File: config.mk
export PLATFORM = sky130hd
export DESIGN_NAME = serial_subtractor
export DESIGN_NICKNAME = d
export VERILOG_FILES = /design/src/rtl/serial_subtractor.sv
export SDC_FILE = /design/constraint.sdc
export NUM_CORES = 1
export LEC_CHECK = 0
export CAP_MARGIN = 20
export CORE_MARGIN = 3
export CORE_UTILIZATION = 25
export DETAILED_ROUTE_END_ITERATION = 8
export PLACE_DENSITY = 0.55
export SETUP_SLACK_MARGIN = 0.15
export SLEW_MARGIN = 0
export SYNTH_ARGS = -nofsm -noshare
export SYNTH_HDL_FRONTEND = slang
export SYNTH_SLANG_ARGS = --single-unit
export TNS_END_PERCENT = 5
File: constraint.sdc
create_clock -name clk -period 2.55 [get_ports clk]
set_input_delay 0.51 -clock clk [delete_from_list [all_inputs] [get_ports clk]]
set_output_delay 0.51 -clock clk [all_outputs]
set_load 0.01 [all_outputs]
File: src/rtl/serial_subtractor.sv
// serial_subtractor: bit-serial 32-bit a - b - bin, LSB first, one bit per clock; optional saturation via SERIAL_SUB_SATURATE_EN
module serial_subtractor (
  input  logic        clk,
  input  logic        rst_n,
  input  logic        start,
  input  logic [31:0] a,
  input  logic [31:0] b,
  input  logic        bin,
  output logic        busy,
  output logic        done,
  output logic [31:0] diff,
  output logic        bout,
  output logic        of
);
  typedef enum logic [1:0] {IDLE, RUN, DONE} state_t;
  state_t      r_state, w_next;
  logic [31:0] r_a, r_b, r_diff;
  logic [30:0] r_d;
  logic [4:0]  r_cnt;
  logic        r_c, r_bout, r_of;
  logic        w_s, w_co, w_last;
  logic [31:0] w_res, w_diff;
  assign w_s    = r_a[0] ^ ~r_b[0] ^ r_c;
  assign w_co   = (r_a[0] & ~r_b[0]) | (r_c & (r_a[0] ^ ~r_b[0]));
  assign w_last = r_cnt == 5'd31;
  assign w_res  = {w_s, r_d};
`ifdef SERIAL_SUB_SATURATE_EN
  // on the final bit r_a[0] holds the original sign of a, which picks the clamp direction
  assign w_diff = (r_c ^ w_co) ? (r_a[0] ? 32'h8000_0000 : 32'h7FFF_FFFF) : w_res;
`else
  assign w_diff = w_res;
`endif
  assign busy = r_state == RUN;
  assign done = r_state == DONE;
  assign diff = r_diff;
  assign bout = r_bout;
  assign of   = r_of;
  // state register
  always_ff @(posedge clk or negedge rst_n)
    if (!rst_n) r_state <= IDLE;
    else r_state <= w_next;
  // IDLE waits for start, RUN lasts 32 bits, DONE is a single-cycle publish
  always_comb begin
    w_next = r_state;
    case (r_state)
      IDLE:    w_next = start ? RUN : IDLE;
      RUN:     w_next = w_last ? DONE : RUN;
      default: w_next = IDLE;
    endcase
  end
  // operand shift registers, ripple borrow chain and result publish on the last bit
  always_ff @(posedge clk or negedge rst_n)
    if (!rst_n) begin
      r_a    <= '0;
      r_b    <= '0;
      r_d    <= '0;
      r_c    <= 1'b0;
      r_cnt  <= '0;
      r_diff <= '0;
      r_bout <= 1'b0;
      r_of   <= 1'b0;
    end else if (r_state == IDLE && start) begin
      r_a   <= a;
      r_b   <= b;
      r_c   <= ~bin;
      r_cnt <= '0;
    end else if (r_state == RUN) begin
      r_a   <= {1'b0, r_a[31:1]};
      r_b   <= {1'b0, r_b[31:1]};
      r_d   <= w_res[31:1];
      r_c   <= w_co;
      r_cnt <= r_cnt + 5'd1;
      if (w_last) begin
        r_diff <= w_diff;
        r_bout <= ~w_co;
        r_of   <= r_c ^ w_co;
      end
    end
endmodule

Word-level counts from Yosys, hierarchy flattened
Cells that the tools add are included.

Add/subtract/negate cells: 1. Multiply operators: 0. Divide/modulo/power cells: 0. Magnitude comparators: 0. Equal/unequal tests: 3. Shift operators: 0. Multiplexer cells: 11. Bitwise logic cells: 10. Reduce and logical (&&, ||, !) cells: 5.

Operators with widths (number): $mux W32 (4); $mux W5 (2); $add A5 B1 Y5 const B (1); $eq A5 B5 Y1 const B (1); $not A1 Y1 (4); $pmux W2 S2 (1); $mux W1 (3); $reduce_and A3 Y1 (1); $xor A1 B1 Y1 (3); $and A1 B1 Y1 (2); $eq A2 B1 Y1 const B (1); $eq A2 B2 Y1 const B (1); $logic_not A2 Y1 (1); $mux W2 (1); $reduce_and A2 Y1 (1); $reduce_bool A2 Y1 (1); $logic_and A1 B1 Y1 (1); $or A1 B1 Y1 (1).

Bits in registers: 137. Bits in latches: 0. RAM bits: 0. Memory bits (read-only): 0. Output and inout port bits: 36. Word-level logic and storage cells: 39. Memories kept: 0.

Longest topological paths before layout
Depth in word-level cells: 6. Depth in mapped cells: 8. Depth with buffers taken out: 6.

Least setup slack after synthesis
Ideal clock, no wire load.

Path type: register -> register. Start: register r_cnt[0]. End: register r_diff[10] (netlist: diff[10]). Arrival: 1.781 ns. Path slack: 0.645 ns. Cell stages (with the launch flop): 8. Buffers on the path: 2. Cell sequence: dfrtp_1 -> ha_1 -> and3_1 -> ha_1 -> nand3b_1 -> buf_2 -> buf_2 -> mux2_2.

Longest elaborated chain between the ends: 2.

RTL lines: start: declaration (line 19) `logic [4:0] r_cnt;`; start signal: assignment (line 72) `r_cnt <= r_cnt + 5'd1;`; $eq A5 B5 Y1 (line 25) `assign w_last = r_cnt == 5'd31;`; $reduce_and A3 Y1 (no line); end signal: assignment (line 74) `r_diff <= w_diff;`; end: declaration (line 17) `logic [31:0] r_a, r_b, r_diff;`.

No other way between the ends. A chain may end at the register's enable or synchronous reset.

Final worst setup path
Start: register r_state[1]. End: output busy.

Longest elaborated chain between the ends: 1.

RTL lines: start: declaration (line 16) `state_t r_state, w_next;`; start signal: assignment (line 41) `else r_state <= w_next;`; $eq A2 B1 Y1 (line 33) `assign busy = r_state == RUN;`; end: declaration (line 9) `output logic busy,`.

No other way between the ends.

==> metrics <==
outcome finished, final reports clean; syn avg cell area 9.697 sq um; Initial Util roughly a quarter; largest family of logic cells by synthesized area simple AND/OR/NAND/NOR gates; diodes inserted 0; PostCTS Resize Cnt 0; largest net degree at the start of global routing around 130; Final Cell Area roughly 7600 sq um; max-slew violations 0; total number of vias 4341; post-DR wirelength/cell approximately 13 microns; post-synthesis compound-gate area fraction 7.798%; Worst Skew 0.01298 ns; Post-synth EDFFs 0; relative slew slack 64.68%; CTS Buf Count 17; area share of fa/ha/maj cells after synthesis 0.7886%; Cell variety after synth 29; Pwr per Cell Area around 1100 nW/um^2; post-synthesis mux area share 6.484%; worst hold slack approximately 0.47 ns; row count 54; synth warn 0; Vert. Die Dim around 160 microns; Mapped Nets 660; Arr. time, crit path about 1.7 ns; area of the multi-input gates slightly above 2000 sq um; Pleak between 3 and 4 nW; Yosys top cell area share 60.02%; synth-to-layout area growth 32.51%; Req. time, crit path between 2 and 2.5 ns; setup TNS 0 ns; Placed Area 6982 sq um; final WL 12.93 mm; final setup violation count 0; critical path capture point type primary output; min-delay worst type flip-flop to flip-flop; Skew-Pair Late Insertion Delay 0.42 ns; MaxCap Viol Count 0; I/O pin cnt 104; Design Power 0.008562 W; TritonCTS clock tree built; die width 157.2 microns; clock sinks between 100 and 150; total grt overflow 0; Via density 4.457; startpoint types flip-flop; Fmax 449.8 MHz; post-layout util between 30 and 40%; DIE AREA 24700 sq um; Overall Global Routing Usage a little over a tenth; cell taking the most area after synthesis dfrtp_1; RSZ-0062 raised after global routing false; commonest non-fill, non-tap cell in the layout nand2_1; Tcrit/Tclk final 87.19%; first-pass GRT wire length 21.58 mm; initial antenna violation count 0; worst-path fanout max 12; Netlist Area Pre-Place 5712 sq um; deepest clock path buffer count 2; total core area 22160 sq um; Top FF cell, synth dfrtp_1; final hold violation count 0; Mapped Cells a little under 600; Post-Synth Simple-Gate Area between 20% and 30%; Port Buf Inserts 103; First DRT Iteration DRCs 181; depth of the CTS H-tree 4; # DRC 0; layout cells sized above 1 11.10%; post-route minimum period approximately 2.2 ns; Synth Register Bits 137; CTS clk-pin slew, worst paths about 0.060 ns; XOR/XNOR share of the synthesized area 0.1533%; Seq/Total Area, Yosys about three fifths; setup bufs post-CTS 0; Slew @ Worst Pin 0.5298 ns; vias in the first global route 4227; fin nets 752; worst vdd ir just under 400 uV; HPWL Detailed between 7 and 8 mm; Post-synth ARST share 100.0%; Pre-antenna DRT Iters 5; Area contributors post-synth dfrtp_1 60%, nand2_1 15%, a31oi_1 6.6%; fill cell count 2315; gp weighted congestion 0.7196; most frequent cells in the layout 227 x nand2_1, 137 x dfrtp_1, 102 x clkdlybuf4s50_1; Reg area ~3400 sq um; Setup CP Type flip-flop to primary output; Antenna Nets Post-Route 0; CTS root buffer clkbuf_16
## through the flow
step / std cells / worst slack (ns)
3_3_place_gp: 941 / 0.5169
5_1_grt: 974 / 0.2247
2_1_floorplan: 589 / 0.6445
6_report: 974 / 0.3266
4_1_cts: 974 / 0.2740
3_5_place_dp: 941 / 0.5045
## cells in the mapped netlist (2+ instances only)
cell and n:
nand2_1 227, dfrtp_1 137, a31oi_1 60, nor2_1 60, mux2_2 32, clkbuf_1 19
buf_2 10, buf_6 10, nand3_1 7, o21ai_0 4, a21oi_1 2, a22oi_1 2
ha_1 2, inv_1 2
## layout make-up
cell class | count | share of cell area (%)
clock buffers | 19 | 5.852
inverters | 3 | 0.1653
repair buffers | 113 | 15.32
well taps | 280 | 4.629
clock inverters | 13 | 1.769
multi-input cells | 409 | 26.96
flip-flops and latches | 137 | 45.30
## flip-flops by register name (all words and copies together), names as in the netlist
register,cells
r_b,32
bout,1
of,1
r_state,2
diff,32
r_c,1
r_d,31
r_cnt,5
r_a,32
## critical path, stage by stage (launching register included)
cell             delay (ns)
dfrtp_1                0.42
nand2b_4               0.23
clkinv_2               0.11
clkdlybuf4s50_1        0.53
## final timing paths
path                       startpoint        to  slack [ns]  cells after the start
hold / removal               r_cnt[3]  r_cnt[3]        0.47                      1
max in group asynchronous       rst_n   r_d[13]        1.28                      3
setup reg to reg             r_cnt[0]  diff[10]        0.66                      6
hold reg to reg              r_cnt[3]  r_cnt[3]        0.47                      1
min in group asynchronous       rst_n   r_d[22]        0.56                      2
setup / recovery           r_state[1]      busy        0.33                      3
## cell families (layout without fill, tap and decap cells)
group / count (synthesis) / count (layout)
buffers and inverters: 43 / 148
and+or+nand+nor: 301 / 301
AOI/OAI and AO/OA: 71 / 71
adders and majority gates: 3 / 3
xor gates and xnor gates: 1 / 1
muxes: 33 / 33
DFF: 137 / 137
## metal layers
layer | global-route usage (%) | wire [microns]
met5 | 0 | 0
met1 | 14.77 | 6254
met2 | 16.68 | 5846
met3 | 3.464 | 650
met4 | 3.554 | 174
## where the power goes
part / internal (W) / switching (W)
Sequential: 0.00311 / 0.000536
Combinational: 0.00119 / 0.00130
Clock: 0.00140 / 0.00103
## timing repair
| item | 4_1_cts | 5_1_grt |
|---|---|---|
| hold endpoints to repair | 34 | 0 |
| hold buffers | 1 | 0 |
| endpoints found under the setup margin | 0 | 0 |
Note: power is estimated with default switching activity, not from simulation.
